===== config.mk =====
export PLATFORM = sky130hd
export DESIGN_NAME = ram_arbiter
export DESIGN_NICKNAME = d
export VERILOG_FILES = /design/src/rtl/ram_arb_pkg.sv /design/src/rtl/ram_arbiter_rr_picker.sv /design/src/rtl/ram_arbiter.sv
export SDC_FILE = /design/constraint.sdc
export NUM_CORES = 1
export LEC_CHECK = 0
export CAP_MARGIN = 25
export CORE_AREA = 3 3 157 159
export DETAILED_ROUTE_END_ITERATION = 6
export DIE_AREA = 0 0 160 162
export PLACE_DENSITY_LB_ADDON = 0.05
export SYNTH_ARGS = -nofsm -noshare
export SYNTH_HDL_FRONTEND = slang
export SYNTH_SLANG_ARGS = --single-unit

===== constraint.sdc =====
create_clock -name CLK -period 6.9 [get_ports CLK]
set_input_delay 1.725 -clock CLK [delete_from_list [all_inputs] [get_ports CLK]]
set_output_delay 1.725 -clock CLK [all_outputs]
set_load 0.02 [all_outputs]

===== src/rtl/ram_arb_pkg.sv =====
// Shared types for the RAM arbiter: FSM state
// encoding and the default RAM depth.
package ram_arb_pkg;

  typedef enum logic [1:0] {
    IDLE   = 2'd0,
    ACCESS = 2'd1,
    RESP   = 2'd2
  } state_t;

  localparam int RAM_DEPTH_DEF = 1025;

endpackage


===== src/rtl/ram_arbiter_rr_picker.sv =====
// rr_picker: combinational round-robin winner select.
// req: requests, last: previous grant; valid/idx: winner.
module rr_picker #(
  parameter  int NREQ = 4,
  localparam int IW   = $clog2(NREQ)
) (
  input  logic [NREQ-1:0] req,
  input  logic [IW-1:0]   last,
  output logic            valid,
  output logic [IW-1:0]   idx
);

  int j;

  // Search starts just after the last winner and
  // wraps, so the previous winner is tried last.
  always_comb begin
    valid = 1'b0;
    idx   = '0;
    j     = 0;
    for (int k = 1; k <= NREQ; k++) begin
      j = int'(last) + k;
      if (j >= NREQ) j = j - NREQ;
      if (!valid && req[IW'(j)]) begin
        valid = 1'b1;
        idx   = IW'(j);
      end
    end
  end

endmodule


===== src/rtl/ram_arbiter.sv =====
// ram_arbiter: round-robin arbiter of NREQ requesters
// onto one RAM port (IDLE/ACCESS/RESP, ACK + ERR back).
module ram_arbiter
  import ram_arb_pkg::*;
#(
  parameter int WIDTH     = 32,
  parameter int NREQ      = 4,
  parameter int RAM_DEPTH = RAM_DEPTH_DEF
) (
  input  logic                     CLK,
  input  logic                     RST_N,
  input  logic [NREQ-1:0]          REQ,
  input  logic [NREQ-1:0]          REQ_WE,
  input  logic [NREQ*WIDTH-1:0]    REQ_ADDR,
  input  logic [NREQ*WIDTH-1:0]    REQ_WD,
  output logic [NREQ-1:0]          ACK,
  output logic                     ERR,
  output logic [WIDTH-1:0]         RDATA,
  output logic [$clog2(NREQ)-1:0]  GNT_ID,
  output logic                     RAM_WE,
  output logic [WIDTH-1:0]         RAM_ADDRESS,
  output logic [WIDTH-1:0]         RAM_WD,
  input  logic [WIDTH-1:0]         RAM_RD
);

  localparam int IW = $clog2(NREQ);

  // One extra bit so RAM_DEPTH == 2**WIDTH still fits.
  localparam logic [WIDTH:0] DEPTH_W =
    (WIDTH+1)'(RAM_DEPTH);

  state_t          state;
  logic [IW-1:0]   last_grant;
  logic            pick_valid;
  logic [IW-1:0]   pick_idx;
  logic            lat_we;
  logic            lat_ok;
  logic [WIDTH-1:0] win_addr;
  logic [WIDTH-1:0] win_wd;
  logic             win_ok;

  rr_picker #(
    .NREQ (NREQ)
  ) u_pick (
    .req   (REQ),
    .last  (last_grant),
    .valid (pick_valid),
    .idx   (pick_idx)
  );

  assign win_addr = REQ_ADDR[pick_idx*WIDTH +: WIDTH];
  assign win_wd   = REQ_WD[pick_idx*WIDTH +: WIDTH];
  assign win_ok   = {1'b0, win_addr} < DEPTH_W;

  // Decoded, not registered, so an async reset
  // cuts a write off immediately.
  assign RAM_WE = (state == ACCESS) && lat_we && lat_ok;

  always_ff @(posedge CLK or negedge RST_N) begin
    if (!RST_N) begin
      state       <= IDLE;
      last_grant  <= IW'(NREQ-1);
      GNT_ID      <= '0;
      lat_we      <= 1'b0;
      lat_ok      <= 1'b0;
      RAM_ADDRESS <= '0;
      RAM_WD      <= '0;
      ACK         <= '0;
      ERR         <= 1'b0;
      RDATA       <= '0;
    end else begin
      unique case (state)
        IDLE: begin
          ACK <= '0;
          ERR <= 1'b0;
          if (pick_valid) begin
            state       <= ACCESS;
            GNT_ID      <= pick_idx;
            last_grant  <= pick_idx;
            lat_we      <= REQ_WE[pick_idx];
            lat_ok      <= win_ok;
            RAM_ADDRESS <= win_addr;
            RAM_WD      <= win_wd;
          end
        end
        ACCESS: begin
          state <= RESP;
          ACK   <= NREQ'(1) << GNT_ID;
          ERR   <= !lat_ok;
          RDATA <= lat_ok ? RAM_RD : '0;
        end
        RESP: begin
          state <= IDLE;
          ACK   <= '0;
          ERR   <= 1'b0;
        end
        default: begin
          state <= IDLE;
          ACK   <= '0;
          ERR   <= 1'b0;
        end
      endcase
    end
  end

endmodule

### After elaboration in Yosys (flattened, before gate mapping)

Index checks and enable logic that the tools add are counted.
W data, S select, Z words.

| word-level totals | value |
|---|---|
| logic and storage cells | 75 |
| output and inout port bits | 104 |
| register bits | 109 |
| bits of input ports | 298 |

| operators by class | value |
|---|---|
| magnitude comparators | 10 |
| eq/ne operators | 2 |
| reductions and logical operators | 11 |
| add/sub/neg operators | 8 |
| muxes and demuxes | 31 |
| shift operators | 3 |

Operator list:

| cell | count |
|---|---|
| $shiftx A128 B8 Y32 | 2 |
| $lt A32 B11 Y1 const B | 1 |
| $mux W32 | 1 |
| $mux W2 | 9 |
| $lt A2 B4 Y1 const B | 4 |
| $mux W1 | 14 |
| $bmux W1 S2 | 5 |
| $ge A3 B3 Y1 const B | 3 |
| $sub A2 B1 Y2 const B | 4 |
| $add A2 B2 Y3 const B | 2 |
| $logic_and A1 B1 Y1 | 5 |
| $add A2 B3 Y4 const B | 1 |
| $ge A4 B3 Y1 const B | 1 |
| $logic_not A1 Y1 | 4 |
| $mux W4 | 1 |
| $pmux W2 S2 | 1 |
| $shl A1 B2 Y4 const A | 1 |
| $add A2 B1 Y3 const B | 1 |
| $lt A2 B3 Y1 const B | 1 |
| $eq A2 B1 Y1 const B | 1 |
| $logic_not A2 Y1 | 1 |
| $ne A2 B2 Y1 const B | 1 |
| $reduce_and A2 Y1 | 1 |

### Logic depth before layout (Yosys ltp)

Gate-level depths: netlist of the first run.

| depth | value |
|---|---|
| depth after elaboration | 18 |
| gate-level depth with buffers | 10 |
| depth with buffers taken out | 7 |

### Cells and area by module

A second synthesis of the first run with hierarchy kept.

| second synthesis, totals | value |
|---|---|
| cells, all modules | 555 |
| area, all modules | 5771.8 um^2 |

Modules (own cells, without submodules):

| module | seq. area each (um^2) | area each (um^2) | cells each | times used |
|---|---|---|---|---|
| ram_arbiter | 2730.1 | 5680.4 | 541 | 1 |
| rr_picker | 0.0 | 91.3 | 14 | 1 |

### Worst setup path before layout of the first run

Ideal clock, no wire load.

| path | value |
|---|---|
| path kind | input port to flip-flop |
| from | input REQ[3] |
| to | register lat_ok |
| required time | 6.805 ns |
| arrival | 3.552 ns |
| cell stages on the path | 8 |
| setup time | 0.095 ns |
| path slack | 3.253 ns |
| path buffers | 1 |
| cells stage by stage | nand2b_2 o21ai_2 a211oi_4 buf_6 mux4_2 nor4_2 nand4_1 o31ai_1 |

| on the way | value |
|---|---|
| cells in the longest elaborated chain, start to end | 15 |
| elaborated cells on any way between the ends | 29 |
| classes of those cells | order compare: 1; shift: 1; mux: 20; reduce/logical: 7 |

RTL lines:

| element | RTL line | source |
|---|---|---|
| start, declared | ram_arbiter.sv:12 | `input logic [NREQ-1:0] REQ,` |
| $bmux W1 S2 | ram_arbiter_rr_picker.sv:24 | `if (!valid && req[IW'(j)]) begin` |
| $mux W1 (implied by the code) (2 in a row) | ram_arbiter_rr_picker.sv:24 |  |
| $mux W1 | ram_arbiter_rr_picker.sv:24 |  |
| $logic_not A1 Y1 | ram_arbiter_rr_picker.sv:24 |  |
| $logic_and A1 B1 Y1 | ram_arbiter_rr_picker.sv:24 |  |
| $mux W1 | ram_arbiter_rr_picker.sv:24 |  |
| $logic_not A1 Y1 | ram_arbiter_rr_picker.sv:24 |  |
| $logic_and A1 B1 Y1 | ram_arbiter_rr_picker.sv:24 |  |
| $mux W1 | ram_arbiter_rr_picker.sv:24 |  |
| $logic_not A1 Y1 | ram_arbiter_rr_picker.sv:24 |  |
| $logic_and A1 B1 Y1 | ram_arbiter_rr_picker.sv:24 |  |
| $mux W2 | ram_arbiter_rr_picker.sv:24 |  |
| $shiftx A128 B8 Y32 | ram_arbiter.sv:51 | `assign win_addr = REQ_ADDR[pick_idx*WIDTH +: WIDTH];` |
| $lt A32 B11 Y1 | ram_arbiter.sv:53 | `assign win_ok = {1'b0, win_addr} < DEPTH_W;` |
| end signal, assigned | ram_arbiter.sv:81 | `lat_ok <= win_ok;` |
| end, declared | ram_arbiter.sv:37 | `logic lat_ok;` |

Several ways; a longest one is shown, not always the timed one. The select of a mux whose other input is x is not followed.
A chain may end at the register's enable or synchronous reset.

### Worst setup path after layout of the first run

| path | value |
|---|---|
| from | input REQ[1] |
| to | register lat_ok |

The elaborated chain is that of the path after synthesis.

==> summary.txt, run 1 <==
Global routing
  – Vias in the first global route: approximately 6400
  – Largest net degree at the start of global routing: 73
  – First-pass GRT wire length: around 38000 microns
  – Total grt overflow: 0
  – Initial antenna violation count: 1
  – Gr usage total: between 10% and 20%

Logic synthesis
  – Ys flop type: dfrtp_1
  – Synth cell types: just over 40
  – Post-synth ARST share: 100%
  – Synth Net Count: roughly 970
  – Avg Inst Size Synth: between 9 and 10 sq um
  – Ys Warns: 0
  – Post-synth EDFFs: 0
  – Register bit total from synthesis: approximately 110
  – Top post-synthesis cells by area: dfrtp_1, nand2_1, mux4_2
  – Top cell type by total area after synthesis: dfrtp_1
  – Cells after synthesis: approximately 670
  – Post-synth top area share: 43.4%
  – Register area share after synthesis: 44.2%
  – Post-Syn Area: ~6000 sq um

Clock network
  – Clock Path Buffers: 2
  – CTS tree: done
  – CTS resizes: 0
  – Hold-fix buffers, CTS: 0
  – Root buffer cell: clkbuf_16
  – CTS buffer count: 9
  – Clk sinks: between 100 and 150
  – Clk slew on worst S/H paths: 70 ps
  – H-Tree Depth: 3
  – Worst-Skew Late Latency: ~350 ps
  – Post-CTS Setup Repair Bufs: 0

Floorplan
  – FP Rows: 56
  – Die X-Extent: approximately 160 microns
  – # IOs: roughly 400
  – Core area: between 20000 and 25000 sq um
  – Die area: between 20000 and 30000 sq um
  – Die boundary height: 162 microns
  – Initial Util: around a quarter

Routing
  – Via density: around 4.6
  – Drt first pass iters: 4
  – Final ANT Viol Nets: 0
  – DR vias: between 6000 and 7000
  – Starting DRC count in detailed routing: roughly 350
  – Drt drc: 0
  – Wire per inst: between 15 and 20 microns
  – Detailed-route wire length: ~25000 microns

Timing
  – Worst slew pin tran: approximately 900 ps
  – Layout Skew: a little under 10 ps
  – Final hold violation count: 0
  – Post-route minimum period: roughly 4600 ps
  – Hold WS: about 470 ps
  – Fmax: 216 MHz
  – Slew margin rel.: 38.6%
  – Final setup fails: 0
  – Unrepaired setup endpoints after global routing: false
  – Setup TNS: 0 ps
  – Max Slew Vio Count: 0
  – Final Cycle Share: roughly two thirds

Layout
  – Fin util: 45.9%
  – Multi-input logic area: around 3200 sq um
  – Layout cells sized above 1: approximately 5.5%
  – Layout Nets: ~1300
  – Fin cells: between 1000 and 1500
  – Area grow syn2layout: 74.1%
  – Register Area: 2730 sq um
  – Fillers: between 2000 and 2500
  – Most common cell after layout, fill and taps aside: clkdlybuf4s50_1
  – Commonest cells after routing, fill and taps aside: clkdlybuf4s50_1, nand2_1, dfrtp_1

Setup path
  – Slowest stage delay, CP: 800 ps
  – Critical Path RT: around 7200 ps
  – CP startpoint: REQ[1]
  – FF-to-FF path depth: 8
  – Crit Reg-Reg Endpoint: lat_ok
  – Crit path buffers/inverters: 2
  – Reg2reg start: last_grant[0]
  – Reg2reg setup slack: 3580 ps
  – CP Cell Sequence: clkdlybuf4s50_1 > o21a_1 > a211oi_4 > buf_12 > mux2i_1 > mux2i_1 > nor4_1 > a31oi_1 > o31ai_1
  – Arrival time worst endpoint: 4870 ps
  – CP Max Fanout: 28
  – Crit path max-delay cell type: a211oi_4
  – Crit Path Category: input pin to flip-flop
  – Crit path max-delay family: compound AO/OA/AOI/OAI gates
  – CP dominant cell by count: mux2i_1
  – CP Capture Type: flip-flop
  – Setup crit start kind: input pin

Placement
  – DP HPWL: 19000 microns
  – Inst Count DP: about 1300
  – Port buffer count: 401
  – Gp weighted congestion: around 0.8

Min path
  – Worst hold stages: 2
  – Worst Hold Class: flip-flop to flip-flop
  – HP Start: RDATA[10]
  – Hold Path End: RDATA[10]

Power
  – Tot Pwr: about 3.8 mW
  – Cell Pwr Density: 351 nW/um^2
  – Leakage: approximately 4.7 nW
  – Maximum VDD drop: 222 uV

Run status
  – Status: completed

Job
  – Max_cap viols: 0
-- Yosys cell counts, types with 2 or more instances --
| cell | count |
|---|---|
| nand2b_1 | 3 |
| mux2i_1 | 30 |
| a211o_1 | 2 |
| clkinv_1 | 2 |
| mux4_1 | 4 |
| nor4_1 | 5 |
| dfstp_2 | 2 |
| and2_1 | 35 |
| dfrtp_1 | 107 |
| clkbuf_1 | 35 |
| buf_6 | 2 |
| a311oi_1 | 35 |
| nand2_1 | 232 |
| a21oi_1 | 2 |
| buf_4 | 5 |
| nand3_1 | 33 |
| a21o_1 | 35 |
| buf_2 | 12 |
| and3_1 | 2 |
| nor4_2 | 2 |
| buf_1 | 2 |
| mux4_2 | 16 |
| a211oi_1 | 35 |
| o21ai_1 | 3 |
| nor2_1 | 12 |
-- cell type report --
type                       instances  area share, %
antenna                            1         0.0233
clock buffer                      11           2.26
clock inverter                     5          0.617
inverter                           3          0.105
multi-input combinational        500           29.5
sequential                       109           25.4
tap                              319           3.71
timing repair buffer             413           38.4
-- cell families (layout without fill, tap and decap cells) --
group	count (synthesis)	count (layout)	synth area share (%)
mux	50	50	12.4
simple gates	330	330	23.3
other cells	0	1	0
flops	109	109	44.2
buf+inv	60	432	4.70
compound gates	120	120	15.4
-- routing by layer --
metal / global-route usage [%] / up-vias / wire, microns
li1: - / 3076 / -
met1: 22.2 / 2937 / 9970
met2: 33.0 / 229 / 12800
met3: 4.97 / 19 / 1790
met4: 4.62 / 0 / 386
met5: 0 / - / 0
-- worst reg2reg max path: cells and delay by family (launching register included) --
kind	cells	cell delay (ps)
buffers and inverters	1	340
AND/OR/NAND/NOR	3	640
multiplexers	1	630
AO/OA/AOI/OAI	3	1060
flip-flops	1	560
-- worst max-delay path by stage --
stage | cells after the start | end
2_1_floorplan | 8 | lat_ok
3_3_place_gp | 9 | lat_ok
3_5_place_dp | 9 | lat_ok
4_1_cts | 9 | lat_ok
5_1_grt | 9 | lat_ok
6_report | 9 | lat_ok
-- power breakdown --
part           switching [mW]  internal, mW  total, mW
registers               0.130         0.870       1.00
logic                    1.23         0.996       2.22
clock network           0.251         0.297      0.548
-- through the flow --
step / setup WS, ps / area [sq um]
5_1_grt: 2040 / 10800
3_5_place_dp: 1840 / 10400
6_report: 2280 / 10800
2_1_floorplan: 3250 / 6170
4_1_cts: 2210 / 10700
3_3_place_gp: 1910 / 10400
-- flip-flops by register name (all words and copies together) (netlist names) --
register,cells
RDATA,32
ACK,4
GNT_ID,2
state,2
RAM_WD,32
ERR,1
RAM_ADDRESS,32
lat_ok,1
last_grant,2
lat_we,1
Power figures use the tool's default switching activity.
==> run 2, diff against run 1 <==
--- a/config.mk
+++ b/config.mk
@@ -6,9 +6,9 @@
 export NUM_CORES = 1
 export LEC_CHECK = 0
 export CAP_MARGIN = 25
-export CORE_AREA = 3 3 157 159
+export CORE_AREA = 3 3 154 156
 export DETAILED_ROUTE_END_ITERATION = 6
-export DIE_AREA = 0 0 160 162
+export DIE_AREA = 0 0 157 159
 export PLACE_DENSITY_LB_ADDON = 0.05
 export SYNTH_ARGS = -nofsm -noshare
 export SYNTH_HDL_FRONTEND = slang
==> constraint.sdc (replaced) <==
create_clock -name CLK -period 4.3 [get_ports CLK]
set_input_delay 1.075 -clock CLK [delete_from_list [all_inputs] [get_ports CLK]]
set_output_delay 1.075 -clock CLK [all_outputs]
set_load 0.02 [all_outputs]
==> run 2 against run 1 <==
Non-clock buffer count increased by 1. Cell area grew 0.41%. Critical endpoint unchanged. Critical path type unchanged. Flip-flop and latch count is the same. Hold slack gained 0.74 ps. Final cell count shrank 2.4%. Power is 63% higher. First-iteration DRC count shrank 1.1%. Sequential share of layout area shrank 0.10 points. Routed wire length is 0.12% higher. Via count rose by 0.19%. Core utilization increased by 2.0 points. Combinational power up 63%.
==> summary.txt, run 2 (same netlist as run 1, synthesis figures left out) <==
Power
  – Tot Pwr: 6.16 mW (+63%)
  – Clock power share: 14.9% (+0.4 points)
  – Combinational power share: 58.8% (about the same)
  – P_sw: 2.59 mW (+61%)
  – Sw Share: 42.0% (-0.59 points)
  – Leakage: 4.75 nW (+0.86%)
  – Sequential share of power: 26.3% (-0.2 points)
  – Int Power: 3.57 mW (+65%)
  – Maximum VDD drop: 268 uV (+21%)
  – Cell Pwr Density: 571 nW/um^2 (+63%)

Min path
  – Worst hold stages: 2 (unchanged)
  – Worst Hold Class: flip-flop to flip-flop

Timing
  – Fmax: 266 MHz
  – Final setup fails: 0 (unchanged)
  – Worst setup margin: 537 ps (-1740 ps)
  – Unrepaired setup endpoints after global routing: false
  – Max Slew Vio Count: 0 (unchanged)
  – Final Cycle Share: 87.5%
  – Layout Skew: 8.23 ps (-1.65 ps)
  – Setup TNS: 0 ps (unchanged)
  – Worst slew pin tran: 853 ps (-64.9 ps)
  – Slew margin rel.: 43.2% (+4.5 points)
  – Final hold violation count: 0 (unchanged)
  – Hold WS: 467 ps (+0.739 ps)
  – Post-route minimum period: around 3800 ps

Setup path
  – CP Capture Type: flip-flop
  – FF-to-FF path depth: 8 (unchanged)
  – Setup crit start kind: input pin
  – Critical Path RT: 4560 ps (-2590 ps)
  – Crit path buffers/inverters: 2 (unchanged)
  – Arrival time worst endpoint: 4020 ps (-850 ps)
  – CP Cell Sequence: clkdlybuf4s50_1 > nand2b_2 > o21ai_2 > a211oi_4 > buf_12 > mux4_1 > nor4_1 > a31oi_1 > o31ai_1
  – CP Max Fanout: 56 (+100%)
  – Crit path max-delay cell type: mux4_1
  – Crit Path Category: input pin to flip-flop
  – Stages on worst setup path: 9 (unchanged)
  – Crit path max-delay family: compound AO/OA/AOI/OAI gates
  – Slowest stage delay, CP: 620 ps (-180 ps)

Routing
  – Drt first pass iters: 6 (+2)
  – DR vias: 6273 (+0.19%)
  – Starting DRC count in detailed routing: 345 (-1.1%)
  – Via density: 4.72 (+2.7%)
  – Detailed-route wire length: 24900 microns (+0.12%)
  – Wire per inst: 18.8 microns (+2.6%)
  – Drt drc: 0 (unchanged)
  – Final ANT Viol Nets: 0 (unchanged)

Floorplan
  – Die area: 25000 sq um (-3.7%)
  – FP Rows: 55 (-1.8%)
  – # IOs: 402 (unchanged)
  – Die boundary height: 159 microns (-1.9%)
  – Die X-Extent: 157 microns (-1.9%)
  – Core area: 22500 sq um (-3.8%)
  – Initial Util: 27.4% (+1.1 points)

Clock network
  – Worst-Skew Late Latency: 350 ps (about the same)
  – CTS buffer count: 9 (unchanged)
  – H-Tree Depth: 3 (unchanged)
  – Root buffer cell: clkbuf_16
  – Hold-fix buffers, CTS: 0 (unchanged)
  – CTS tree: done
  – Clk sinks: 109 (unchanged)
  – CTS resizes: 0 (unchanged)
  – Post-CTS Setup Repair Bufs: 0 (unchanged)
  – Clk slew on worst S/H paths: 70 ps (about the same)
  – Clock Path Buffers: 2 (unchanged)

Global routing
  – GR Util met3: 4.54% (-0.43 points)
  – Total grt overflow: 0 (unchanged)
  – Met2 Usage GRT: 33.2% (+0.28 points)
  – Largest net degree at the start of global routing: 62 (-15%)
  – Vias in the first global route: 6401 (-0.59%)
  – First-pass GRT wire length: 37300 microns (-1.2%)
  – Initial antenna violation count: 1 (unchanged)
  – Gr usage total: 19.2% (+0.73 points)
  – Most used routing layer: met2
  – Met1 Usage GRT: 23.6% (+1.3 points)

Layout
  – Fillers: 2195 (-5.1%)
  – Most common cell after layout, fill and taps aside: clkdlybuf4s50_1
  – Fin util: 48.0% (+2.0 points)
  – Area grow syn2layout: 74.8%
  – Commonest cells after routing, fill and taps aside: clkdlybuf4s50_1, nand2_1, dfrtp_1
  – Layout cells sized above 1: 5.57% (+0.091 points)
  – Top flop regs: RAM_ADDRESS: 32 flops, RAM_WD: 32 flops, RDATA: 32 flops
  – Layout Nets: 1335 (+0.075%)

Placement
  – Port buffer count: 401 (unchanged)
  – Placement Setup Slack: 193 ps (-1640 ps)
  – DP HPWL: 19200 microns (+1.2%)
  – Gp weighted congestion: 0.846 (+2.8%)

Job
  – Max_cap viols: 0 (unchanged)

Run status
  – Status: completed
-- run 2: cell count changes in the layout (fill, tap and decap cells not counted), sizes merged --
cell / before / now
buf: 13 / 14
bufinv: 1 / 2
clkinv: 3 / 4
clkinvlp: 1 / 0
inv: 3 / 2
-- run 2: worst paths after layout --
check	from	end	slack [ps]
max	REQ[3]	lat_ok	540
min	RDATA[26]	RDATA[26]	470
max reg2reg	last_grant[0]	lat_ok	1120
min reg2reg	RDATA[26]	RDATA[26]	470
max in group asynchronous	RST_N	last_grant[1]	2650
min in group asynchronous	RST_N	RDATA[5]	810
-- run 2: stage by stage --
step           std cells  instance area, sq um
2_1_floorplan        669                  6170
3_3_place_gp        1311                 10500
3_5_place_dp        1311                 10500
4_1_cts             1327                 10800
5_1_grt             1328                 10800
6_report            1328                 10800
-- run 2: layer usage --
layer | wire length, microns | part of all wire (%)
met5 | 0 | 0
met4 | 510 | 2.0
met3 | 1690 | 6.8
met2 | 12500 | 50
met1 | 10300 | 41
-- run 2: area by class of cell --
cell class | instances | area, sq um | area share (%)
diodes | 1 | 2.50 | 0.0232
clock buffers | 11 | 243 | 2.25
multi-input cells | 500 | 3170 | 29.4
flip-flops and latches | 109 | 2730 | 25.3
repair buffers | 414 | 4200 | 38.9
well taps | 285 | 357 | 3.30
clock inverters | 5 | 82.6 | 0.765
inverters | 3 | 11.3 | 0.104
-- run 2: worst register-to-register path: stages (launching register included) --
cell	delay, ps
dfstp_2	590
nand2b_2	200
o21ai_2	90
a211oi_4	280
buf_12	340
mux4_1	640
nor4_1	460
a31oi_1	230
o31ai_1	270
-- run 2: power groups by stage --
stage | Combinational, mW | Sequential (mW) | Clock [mW]
2_1_floorplan | 1.76 | 1.99 | 0
3_3_place_gp | 3.68 | 1.63 | 0
3_5_place_dp | 3.68 | 1.63 | 0
4_1_cts | 3.70 | 1.62 | 0.955
5_1_grt | 3.94 | 1.66 | 0.996
6_report | 3.62 | 1.62 | 0.919
==> RTL change 1 (settings of run 2) <==
Set the parameter `WIDTH` to 24 (it was 32).
--- a/src/rtl/ram_arbiter.sv
+++ b/src/rtl/ram_arbiter.sv
@@ -4,5 +4,5 @@
   import ram_arb_pkg::*;
 #(
-  parameter int WIDTH     = 32,
+  parameter int WIDTH     = 24,
   parameter int NREQ      = 4,
   parameter int RAM_DEPTH = RAM_DEPTH_DEF
Interface: changed (6 resized); port bits go from 402 to 306. No check against the original RTL was run, so the function may have changed too.
==> RTL change 1 against run 2 <==
Routed wire length down 18%. Sequential cell count down 24. Sequential power down 13%. Utilization down 9.5 points. Worst setup slack worse by 48 ps. Total power down 11%. Largest power group unchanged. Cell area down 20%. Highest routed layer unchanged. Area after synthesis down 19%.
==> RTL change 1: results (changes against run 2) <==
| Metric | Value |
|---|---|
| Via count | 5492 (-12%) |
| Worst setup path end | RAM_WE |
| Fin nets | 1081 (-19%) |
| PwrDens | 637 nW/µm² (+12%) |
| FF+latch area | 2130 µm² (-22%) |
| CP startpoint | state[1]$_DFFE_PN0P_ |
| Total Routing Usage GR | 15.9% (-3.4 points) |
| Max Clk Rate | 262 MHz (-1.3%) |
| Critical path arrival | 2740 ps (-1280 ps) |
| #MultiIn Comb | 436 (-13%) |
| Reg2reg path depth | 7 (-1) |
| Final-layout clock-cell area share | 3.76% (+0.75 points) |
| Crit-path leading delay family | buffers and inverters |
| Seq Cell Count | 85 (-22%) |
| Relative slew margins | 52.8% (+9.6 points) |
| Hold slack | 464 ps (-2.65 ps) |
| Hold Path Origin | RDATA[1]$_DFFE_PN0P_ |
| TritonRoute pass-1 iters | 5 (-1) |
| DR WL/cell | 17.8 µm (-5.1%) |
| Top flop regs | RAM_ADDRESS: 24 flops, RAM_WD: 24 flops, RDATA: 24 flops |
| CP peak stage delay | 640 ps (+20 ps) |
| Placed inst area | 8300 µm² (-21%) |
| Pin count of the biggest net entering global routing | 78 (+26%) |
| Layout cell share with drive strength beyond 1 | 4.53% (-1.0 points) |
| Vias in the first global route | 5643 (-12%) |
| Max stage delay cell, worst path | clkinv_1 |
| Hold endpoint | RDATA[1]$_DFFE_PN0P_ |
| Signal buffers | 319 (-23%) |
| Multi-input combinational area share | 30.2% (+0.84 points) |
| CP max FO | 28 (-50%) |
| Run status | finished clean |
| Pre-CTS WS | 758 ps (+565 ps) |
| Synth cell types | 36 (-12%) |
| Post-DP HPWL | 15.8 mm (-18%) |
| Inverters | 4 (+1) |
| Syn Inst Count | 578 (-14%) |
| IO Port Bufs | 305 (-24%) |
| First DRT Iteration DRCs | 286 (-17%) |
| VDD IR-drop max | 0.000234 V (-13%) |
| Post-synth top cells | nand2_1 (149), dfrtp_1 (83), a311oi_1 (50) |
## RTL change 1: cell count changes in the layout (fill, tap and decap cells not counted), moves of 15 or more
cell             change
a311oi_1            +15
mux2i_1             -30
mux4_2              -15
dfrtp_1             -24
nand2_1             -83
clkdlybuf4s50_1     -96
## RTL change 1: layer usage
metal / up-vias / global-route usage, % / wire length, µm
li1: 2659 / - / -
met1: 2585 / 19.7 / 8550
met2: 222 / 26.8 / 10000
met3: 26 / 3.94 / 1400
met4: 0 / 5.25 / 444
met5: - / 0 / 0
## RTL change 1: power by group
| part | internal, mW | total [mW] | switching, mW |
|---|---|---|---|
| Sequential | 1.19 | 1.41 | 0.224 |
| Clock | 0.527 | 0.851 | 0.324 |
| Combinational | 1.48 | 3.25 | 1.77 |
## RTL change 1: cell families (layout without fill, tap and decap cells)
family	count (synthesis)	after routing	share of synthesized area (%)
compound gates	160	160	25.4
buf+inv	57	339	5.83
flops	85	85	42.6
mux	2	2	0.675
other cells	0	1	0
simple gates	274	274	25.6
==> RTL change 2 (settings of run 2) <==
Made on the original files. Re-encode `state_t` (3 states) as one-hot, 3 bits wide.
--- a/src/rtl/ram_arb_pkg.sv
+++ b/src/rtl/ram_arb_pkg.sv
@@ -3,8 +3,8 @@
 package ram_arb_pkg;
 
-  typedef enum logic [1:0] {
-    IDLE   = 2'd0,
-    ACCESS = 2'd1,
-    RESP   = 2'd2
+  typedef enum logic [2:0] {
+    IDLE   = 3'b001,
+    ACCESS = 3'b010,
+    RESP   = 3'b100
   } state_t;
 
Behaviour: same outputs for any inputs over 4 cycles, from zero or initial values and one cycle with RST_N low; so few cycles prove little.
==> RTL change 2 against run 2 <==
Synthesized cell count rose by 17%. Cell area fell by 0.15%. Routed wire length rose by 2.8%. Total power barely moved. Worst setup slack improved by 100 ps. Area after synthesis fell by 0.59%. Count of clock-buffer cells in the layout fell by 2. Highest routed layer unchanged. Sequential cell count rose by 1.
==> RTL change 2: results (changes against run 2) <==
| Metric | Value |
|---|---|
| Run status | finished clean |
| Pre-CTS WS | 282 ps (+88.3 ps) |
| Asr flop ratio synth | 100% (unchanged) |
| IO Port Bufs | 401 (unchanged) |
| Layout cell share with drive strength beyond 1 | 5.44% (-0.13 points) |
| Via density per instance | 4.62 (-2.2%) |
| Syn Nets | 1078 (+11%) |
| Total Routing Usage GR | 20.1% (+0.86 points) |
| DRC errors left | 0 (unchanged) |
| Fin nets | 1452 (+8.8%) |
| VDD IR-drop max | 0.000253 V (-5.5%) |
| Post-CTS sizing | 0 (unchanged) |
| RR Startpoint | last_grant[0]$_DFFE_PN1P_ |
| Top flop regs | RAM_ADDRESS: 32 flops, RAM_WD: 32 flops, RDATA: 32 flops |
| First-pass GRT wire length | 39.2 mm (+5.1%) |
| Worst skew pair latency | 360 ps |
| H-tree depth | 3 (unchanged) |
| Worst slew pin tran | 684 ps (-169 ps) |
| ANT cells | 0 (-1) |
| First DRT Iteration DRCs | 311 (-9.9%) |
| CP startpoint | REQ[1] |
| Synth Warn # | 0 (unchanged) |
| Post-DP HPWL | 19.6 mm (+1.6%) |
| Longest Clk Path Bufs | 2 (unchanged) |
| Setup slack, reg-to-reg | 1300 ps (+180 ps) |
| Root Driver | clkbuf_16 |
| Hold endpoint | RDATA[7]$_DFFE_PN0P_ |
| DR WL/cell | 17.8 µm (-5.4%) |
| Setup repair bufs after CTS | 0 (unchanged) |
| Synth cell types | 32 (-22%) |
| TritonRoute pass-1 iters | 6 (unchanged) |
| Vias in the first global route | 6874 (+7.4%) |
| Area contributors post-synth | dfrtp_1 (44%), nand2_1 (23%), nand3_1 (11%) |
| CP max FO | 42 (-25%) |
| Routability cong. | 0.835 (-1.3%) |
| R2r endpoint | lat_ok$_DFFE_PN0P_ |
| Pin count of the biggest net entering global routing | 65 (+4.8%) |
| Post-synth top cells | nand2_1 (379), nand3_1 (140), dfrtp_1 (107) |
| CTS Buf Count | 9 (unchanged) |
| Hold Path Origin | RDATA[7]$_DFFE_PN0P_ |
| Reg2reg path depth | 8 (unchanged) |
| Leakage | 4.90 nW (+3.2%) |
| Filler cells | 2222 (+1.2%) |
| Setup Skew | 9.64 ps (+1.41 ps) |
| Sequential area share after synthesis | 44.9% (+0.69 points) |
| Hold WC Path Type | reg -> reg |
| Initial antenna violation count | 0 (-1) |
| Clock transition at the registers of the reported paths | 80 ps |
| Hold depth | 2 (unchanged) |
-- RTL change 2: kinds of logic after synthesis --
logic type	Yosys count	share of synthesized area, %
compound gates	16	2.02
buf+inv	58	4.08
flops	110	44.9
mux	47	11.7
simple gates	549	37.3
-- RTL change 2: critical path, stage by stage --
cell and delay, ps:
clkdlybuf4s50_1 470, nor2b_4 170, a211o_1 320, a21boi_4 190, buf_12 280, mux4_2 550
nor4_1 410, nand4_1 200, o31ai_1 220
-- RTL change 2: worst max path at each step --
stage	to	slack (ps)	depth (start not counted)
floorplan	lat_ok$_DFFE_PN0P_	1000	9
global placement	lat_ok$_DFFE_PN0P_	360	9
detailed placement	lat_ok$_DFFE_PN0P_	280	9
CTS	lat_ok$_DFFE_PN0P_	650	9
global route	lat_ok$_DFFE_PN0P_	430	10
finish	lat_ok$_DFFE_PN0P_	640	9
-- RTL change 2: metal layers --
layer | GRT usage (%) | vias up | share of wire [%]
li1 | - | 3324 | -
met1 | 24.2 | 3049 | 41
met5 | 0 | - | 0
met3 | 5.00 | 41 | 7.8
met2 | 34.3 | 256 | 49
met4 | 7.60 | 0 | 3.2
-- RTL change 2: stage by stage --
step,hold WS (ps),cell area (µm²),cells
2_1_floorplan,438,6140,780
3_3_place_gp,449,10500,1428
3_5_place_dp,455,10500,1428
4_1_cts,473,10800,1444
5_1_grt,491,10800,1444
6_report,469,10800,1444
-- RTL change 2: where the power goes --
part           internal (mW)  switching [mW]  leakage, nW
clock                  0.420           0.453        0.151
combinational           1.56            2.13         3.34
sequential              1.41           0.195         1.41
-- RTL change 2: cell type report --
cell class                 instances  area (µm²)  area share (%)
sequential                       110        2760            25.6
clock inverter                     7        86.3           0.801
multi-input combinational        612        3160            29.3
inverter                           4        15.0           0.139
tap                              285         357            3.31
clock buffer                       9         225            2.09
timing repair buffer             417        4180            38.8
